==> config.mk <==
export PLATFORM = sky130hd
export DESIGN_NAME = dmem_port_arbiter
export DESIGN_NICKNAME = d
export VERILOG_FILES = /design/src/rtl/dmem_port_arbiter.sv
export SDC_FILE = /design/constraint.sdc
export NUM_CORES = 1
export LEC_CHECK = 0
export CAP_MARGIN = 0
export CORE_AREA = 3 3 109 111
export CTS_BUF_LIST = sky130_fd_sc_hd__clkbuf_8
export DETAILED_ROUTE_END_ITERATION = 6
export DIE_AREA = 0 0 112 114
export PLACE_DENSITY = 0.84
export SLEW_MARGIN = 30
export SYNTH_ARGS = -nofsm -noshare
export SYNTH_HDL_FRONTEND = slang
export SYNTH_SLANG_ARGS = --single-unit
==> constraint.sdc <==
create_clock -name clk -period 3 [get_ports clk]
set_input_delay 0.75 -clock clk [delete_from_list [all_inputs] [get_ports clk]]
set_output_delay 0.75 -clock clk [all_outputs]
set_load 0.01 [all_outputs]
==> src/rtl/dmem_port_arbiter.sv <==
// ---------------------------------------------------------------------------
// dmem_port_arbiter
//
// Purpose:
//   Shares one level-sensitive data memory between two requesters. A winning
//   request is latched in IDLE and then played out to the memory in a fixed
//   order. The address and data settle in SETUP. The strobe pulses in STROBE.
//   The strobe is released in HOLD while the address is still held. The
//   requester is told it is finished in RESP. Every output is a flop, so the
//   memory strobes cannot glitch.
//
// Build option:
//   DMEM_ARB_RR_EN  defined   -> round-robin between the two ports
//                   undefined -> fixed priority, port 0 wins every tie
//
// Ports:
//   clk                 system clock, rising edge
//   reset               asynchronous reset, active low (0 = in reset)
//   pN_req/we/addr/wdata  request from port N, held until pN_gnt
//   pN_gnt              one-cycle pulse when the request is accepted
//   pN_done             one-cycle pulse when the access is complete
//   pN_rdata            read data, valid from pN_done until the next read
//   mem_wr/mem_rd       memory write and read strobes (memWr/memRd)
//   mem_addr/mem_wdata  memory address and write data (Address_/Data_input)
//   mem_rdata           memory read data (Data_output)
//   busy                high whenever the sequencer is not in IDLE
// ---------------------------------------------------------------------------
module dmem_port_arbiter #(
    parameter int ADDR_W = 10,
    parameter int DATA_W = 32
) (
    input  logic              clk,
    input  logic              reset,
    input  logic              p0_req,
    input  logic              p0_we,
    input  logic [ADDR_W-1:0] p0_addr,
    input  logic [DATA_W-1:0] p0_wdata,
    output logic              p0_gnt,
    output logic              p0_done,
    output logic [DATA_W-1:0] p0_rdata,
    input  logic              p1_req,
    input  logic              p1_we,
    input  logic [ADDR_W-1:0] p1_addr,
    input  logic [DATA_W-1:0] p1_wdata,
    output logic              p1_gnt,
    output logic              p1_done,
    output logic [DATA_W-1:0] p1_rdata,
    output logic              mem_wr,
    output logic              mem_rd,
    output logic [ADDR_W-1:0] mem_addr,
    output logic [DATA_W-1:0] mem_wdata,
    input  logic [DATA_W-1:0] mem_rdata,
    output logic              busy
);

    localparam logic [2:0] IDLE   = 3'd0;
    localparam logic [2:0] SETUP  = 3'd1;
    localparam logic [2:0] STROBE = 3'd2;
    localparam logic [2:0] HOLD   = 3'd3;
    localparam logic [2:0] RESP   = 3'd4;

    logic [2:0]        state_q, state_d;
    logic              win_q, win_d;
    logic              we_q, we_d;
    logic [ADDR_W-1:0] addr_q, addr_d;
    logic [DATA_W-1:0] wdata_q, wdata_d;
    logic              pick1;

    logic              p0_gnt_q, p1_gnt_q, p0_done_q, p1_done_q;
    logic              mem_wr_q, mem_rd_q, busy_q;
    logic [DATA_W-1:0] p0_rdata_q, p1_rdata_q;

    // Port 1 wins when it is the only requester. When both ports request,
    // the build option decides who wins.
`ifdef DMEM_ARB_RR_EN
    logic last_grant_q;

    always_comb begin
        pick1 = p1_req && (!p0_req || !last_grant_q);
    end

    // last_grant records the winner of the most recent grant.
    // It resets to 1 so that port 0 is favoured first.
    always_ff @(posedge clk or negedge reset) begin
        if (!reset) begin
            last_grant_q <= 1'b1;
        end else if (state_q == IDLE && state_d == SETUP) begin
            last_grant_q <= win_d;
        end
    end
`else
    always_comb begin
        pick1 = p1_req && !p0_req;
    end
`endif

    // The latch registers (win/we/addr/wdata) are loaded only when leaving
    // IDLE. Input changes during an access therefore cannot reach the memory.
    always_comb begin
        state_d = state_q;
        win_d   = win_q;
        we_d    = we_q;
        addr_d  = addr_q;
        wdata_d = wdata_q;
        case (state_q)
            IDLE: begin
                if (p0_req || p1_req) begin
                    state_d = SETUP;
                    win_d   = pick1;
                    we_d    = pick1 ? p1_we    : p0_we;
                    addr_d  = pick1 ? p1_addr  : p0_addr;
                    wdata_d = pick1 ? p1_wdata : p0_wdata;
                end
            end
            SETUP:   state_d = STROBE;
            STROBE:  state_d = HOLD;
            HOLD:    state_d = RESP;
            RESP:    state_d = IDLE;
            default: state_d = IDLE;
        endcase
    end

    // The outputs are decoded from the next state and registered. They
    // therefore change on the same edge as the state and never glitch.
    // Reset clears the strobes asynchronously.
    always_ff @(posedge clk or negedge reset) begin
        if (!reset) begin
            state_q    <= IDLE;
            win_q      <= 1'b0;
            we_q       <= 1'b0;
            addr_q     <= '0;
            wdata_q    <= '0;
            p0_gnt_q   <= 1'b0;
            p1_gnt_q   <= 1'b0;
            p0_done_q  <= 1'b0;
            p1_done_q  <= 1'b0;
            mem_wr_q   <= 1'b0;
            mem_rd_q   <= 1'b0;
            busy_q     <= 1'b0;
            p0_rdata_q <= '0;
            p1_rdata_q <= '0;
        end else begin
            state_q   <= state_d;
            win_q     <= win_d;
            we_q      <= we_d;
            addr_q    <= addr_d;
            wdata_q   <= wdata_d;
            p0_gnt_q  <= (state_q == IDLE) && (state_d == SETUP) && !win_d;
            p1_gnt_q  <= (state_q == IDLE) && (state_d == SETUP) && win_d;
            mem_wr_q  <= (state_d == STROBE) && we_q;
            mem_rd_q  <= (state_d == STROBE) && !we_q;
            p0_done_q <= (state_d == RESP) && !win_q;
            p1_done_q <= (state_d == RESP) && win_q;
            busy_q    <= (state_d != IDLE);
            // The memory output is still driven during HOLD because the
            // address is held. It is sampled at the end of HOLD.
            if (state_q == HOLD && !we_q) begin
                if (win_q) begin
                    p1_rdata_q <= mem_rdata;
                end else begin
                    p0_rdata_q <= mem_rdata;
                end
            end
        end
    end

    assign p0_gnt    = p0_gnt_q;
    assign p1_gnt    = p1_gnt_q;
    assign p0_done   = p0_done_q;
    assign p1_done   = p1_done_q;
    assign p0_rdata  = p0_rdata_q;
    assign p1_rdata  = p1_rdata_q;
    assign mem_wr    = mem_wr_q;
    assign mem_rd    = mem_rd_q;
    assign mem_addr  = addr_q;
    assign mem_wdata = wdata_q;
    assign busy      = busy_q;

endmodule

---- Word-level counts from Yosys, hierarchy flattened ----
Cells that the tools add are included.
storage, ports and cells
  flip-flop bits (word level) ............. 118
  output and inout port bits .............. 113
  logic and storage cells ................. 47
cells by class
  eq/ne operators ......................... 6
  multiplexer cells ....................... 7
  bitwise logic cells ..................... 1
  reductions and logical operators ........ 19
operators by type and width
  operator                                              count
  2-to-1 mux 32 bit                                     1
  one-hot mux 3 bit (4 select lines)                    1
  2-to-1 mux 10 bit                                     1
  equality test 3 x 2 -> 1 bit (second input constant)  3
  logical AND 1 bit                                     9
  equality test 3 x 1 -> 1 bit (second input constant)  2
  AND reduction 2 bit                                   3
  zero test 1 bit                                       4
  equality test 3 bit (second input constant)           1
  zero test 3 bit                                       1
  2-to-1 mux 1 bit                                      3
  2-to-1 mux 3 bit                                      1
  nonzero test 3 bit                                    1
  logical OR 1 bit                                      1
  inverter 1 bit                                        1

---- Depth between registers and ports, before layout ----
  depth after elaboration ................. 6
  depth in mapped cells ................... 5
  mapped depth without buffers ............ 3

---- Least setup slack after synthesis ----
Ideal clock, no wire load.
  path kind ............................... input -> register
  start ................................... input p1_req
  end ..................................... register addr_q[0], in the netlist mem_addr[0]
  arrival ................................. 1.974 ns
  data required time ...................... 2.875 ns
  slack ................................... 0.901 ns
  cell stages on the path ................. 5
  path buffers ............................ 2
  cells stage by stage .................... nor2b_1 > buf_2 > clkbuf_1 > mux2_2 > mux2_2
between the ends
  longest elaborated chain between the ends .. 2
  elaborated cells between the ends (all ways) .. 4
ends and longest elaborated chain
  element                                                   line     source
  start, declared                                           41       input logic p1_req,
  logical AND 1 bit or logical OR 1 bit (tied branches)     93, 107
  2-to-1 mux 10 bit or AND reduction 2 bit (tied branches)  --
  end signal, assigned                                      146      addr_q <= addr_d;
  end, declared                                             65       logic [ADDR_W-1:0] addr_q, addr_d;
Parallel ways exist; a longest one is shown, timed or not.
A chain may end at the register's enable or synchronous reset.

---- Worst setup path after layout ----
  start ................................... input p1_req
  end ..................................... register addr_q[5], in the netlist mem_addr[5]
Same word-level chain as after synthesis.

==> impl_metrics.tcl <==
set metrics [dict create \
    fin_nets 671 \
    synthXorXnorAreaFrac_pct 0.175 \
    placed_area_mm2 0.00750 \
    relSlewSlack_pct 57.8 \
    die_w_um 112 \
    r2r-start "state_q[2]" \
    reg2reg_depth 4 \
    register_area_mm2 0.00295 \
    finalClockSkew_ns 0.0143 \
    status "finished clean" \
    pre_cts_slack_ns 0.460 \
    fin_crit_sh_pct 70.3 \
    placementRows 38 \
    synth_compound_area_share_pct 0.401 \
    synth_warnings 0 \
    dr_total_vias 3434 \
    dp_cells 670 \
    peakVddDrop_v 0.000548 \
    hold_viol 0 \
    power_frac_comb_pct 44.8 \
    path_max_fanout 25 \
    rrSetupSlack_ns 0.98 \
    first_pass_iters 4 \
    sw_frac_of_total_pct 29.3 \
    ctsRootBufferMaster "clkbuf_8" \
    drt.antenna.violating_nets 0 \
    grt_max_degree 57 \
    routed_wl_um 12900 \
    cp_data_arrival_time_ns 2.40 \
    ys_types 23 \
    drv_slew 0 \
    multi_input_area_mm2 0.00195 \
    grt_first_pass_wirelength_um 20400 \
    power_leakage_nw 3.41 \
    drtIter0Drc 107 \
    die_h_um 114 \
    total_power_w 0.00828 \
    finalSetupViolations 0 \
    fin_setup_tns_ns 0 \
    clock-sinks 118 \
    syn-cell-area_mm2 0.00499 \
    cts_tree "built" \
    initial_utilization_pct 45.9 \
    tightest_slew_ns 0.633 \
    ys_seq_elements 118 \
    antenna_found_initial 0 \
    fin_crit_ns 2.11 \
    diodes 0 \
    cts-htree-levels 4 \
    p_sw_w 0.00243 \
    powerDensity_mw_per_mm2 1040 \
    clock_latency_ns 0.42 \
    numCtsBuffers 17 \
    required_ns 3.30 \
    via_per_inst 4.89 \
    avgSynthCellArea_um2 16.4 \
    synth-simple-area-share_pct 2.01 \
    rsz0062_at_grt "no" \
    design.portCount 235 \
    intPower_w 0.00585 \
    fp.coreArea_mm2 0.0109 \
    syn-num-nets 427 \
    path_clk_slew_ns 0.07 \
    p_seq_share_pct 34.5 \
    hold_buffers 0 \
    syn_inst 305 \
    grt_overflow 0 \
    mostFrequentLayoutCell "clkdlybuf4s50_1" \
    syn_to_final_growth_pct 59.9 \
    drcViolationCount 0 \
    path_cells "clkdlybuf4s50_1 -> nor2b_4 -> buf_4 -> mux2_2 -> mux2_2" \
    maxCapViolations 0 \
    start_kind "primary input" \
    clockBufferDepth 2 \
    clockPowerShare_pct 20.7 \
    first_global_vias 3806 \
    n_fill_cell 736 \
    instances_no_fill 702 \
    cts_resized 0 \
    slowest_delay_ns 0.51 \
    critPathSlowestCell "clkdlybuf4s50_1" \
    max_freq_ghz 0.474 \
    worstSetupPathType "in2reg" \
    hold_path.class "in2async" \
    yosysSeqAreaShare_pct 59.1 \
    final_cell_area_mm2 0.00798 \
    dieArea_mm2 0.0128 \
    rr_endpoint "p1_rdata[27]" \
    hpwlAfterDp_um 9650 \
    portBuffers 234 \
    layout-drive-gt1-share_pct 34.5 \
    track_usage_pct 20.7 \
    synth.area.mux_share_pct 36.1 \
    endpoint_kind "flop" \
    gp_congestion 0.813 \
    synth_fa_ha_area_share_pct 0 \
    wl_per_cell_um 18.4 \
    critPathMostFrequentCell "mux2_2" \
    worst_slack_ns 0.891 \
    synth_top_family_by_area "multiplexers" \
    postCtsSetupBuffers 0 \
    layout_common_cells "233 x clkdlybuf4s50_1, 118 x mux2_2, 118 x dfrtp_1" \
]
layer usage:
| layer | share of wire (%) | wire [µm] | track usage [%] | up-vias |
|---|---|---|---|---|
| li1 | - | - | - | 1578 |
| met1 | 36 | 4720 | 22.4 | 1702 |
| met2 | 54 | 7020 | 37.8 | 141 |
| met3 | 8.0 | 1030 | 7.11 | 13 |
| met4 | 1.2 | 152 | 7.13 | 0 |
| met5 | 0 | 0 | 0 | - |
cell families after synthesis:
| kind of cell | Yosys count |
|---|---|
| mux | 150 |
| buf+inv | 18 |
| compound gates | 3 |
| flops | 118 |
| xor+xnor | 1 |
| simple gates | 15 |
sequential cells by signal, indices dropped and copies added (netlist names), 3 cells and up:
signal,cells
p1_rdata,32
mem_addr,10
state_q,3
mem_wdata,32
p0_rdata,32
through the flow:
stage / util, % / hold WS (ns)
2_1_floorplan: - / 0.454
3_3_place_gp: 68.9 / 0.471
3_5_place_dp: 68.9 / 0.482
4_1_cts: 73.3 / 0.340
5_1_grt: 73.3 / 0.365
6_report: 73.3 / 0.345
critical path: cells and delay by family:
family / cells / cell delay [ns]
buffers and inverters: 2 / 0.83
muxes: 2 / 0.65
and+or+nand+nor: 1 / 0.16
final cells by class:
type                    count  share of cell area, %
clock buffers              19                   3.28
clock inverters            13                   2.73
inverters                   1                 0.0470
multi-input cells         169                   24.4
flip-flops and latches    118                   37.0
well taps                 140                   2.19
repair buffers            242                   30.4
power groups by stage:
stage                     clock [W]  combinational, W  sequential, W
final                       0.00171           0.00371        0.00286
after global routing        0.00182           0.00392        0.00298
after CTS                   0.00175           0.00378        0.00287
after detailed placement          0           0.00376        0.00289
after global placement            0           0.00367        0.00283
after floorplan                   0           0.00134        0.00318
worst max path at each step:
stage	start	end
detailed placement	p1_req	mem_addr[5]
global placement	p1_req	mem_addr[4]
floorplan	p1_req	mem_addr[0]
CTS	p1_rdata[2]	p1_rdata[2]
finish	p1_req	mem_addr[5]
global route	p0_rdata[10]	p0_rdata[10]
synthesized netlist by cell type:
library cell / instances / area (µm²)
mux2_4: 30 / 450
or3b_1: 1 / 8.76
or3_1: 1 / 6.26
nor2_1: 4 / 15.0
nor3_2: 1 / 10.0
nor2b_1: 1 / 6.26
inv_1: 1 / 3.75
nor4b_1: 1 / 8.76
a21oi_1: 1 / 5.00
o21a_1: 1 / 7.51
buf_2: 9 / 45.0
buf_1: 2 / 7.51
mux2_1: 2 / 22.5
buf_6: 4 / 45.0
clkbuf_1: 2 / 7.51
nor4bb_1: 1 / 10.0
a21o_1: 1 / 7.51
nand3b_2: 1 / 11.3
nor3_1: 1 / 5.00
mux2_2: 118 / 1330
xnor2_1: 1 / 8.76
and2_1: 3 / 18.8
dfrtp_1: 118 / 2950
No activity file was read; power rests on OpenSTA's default activity.
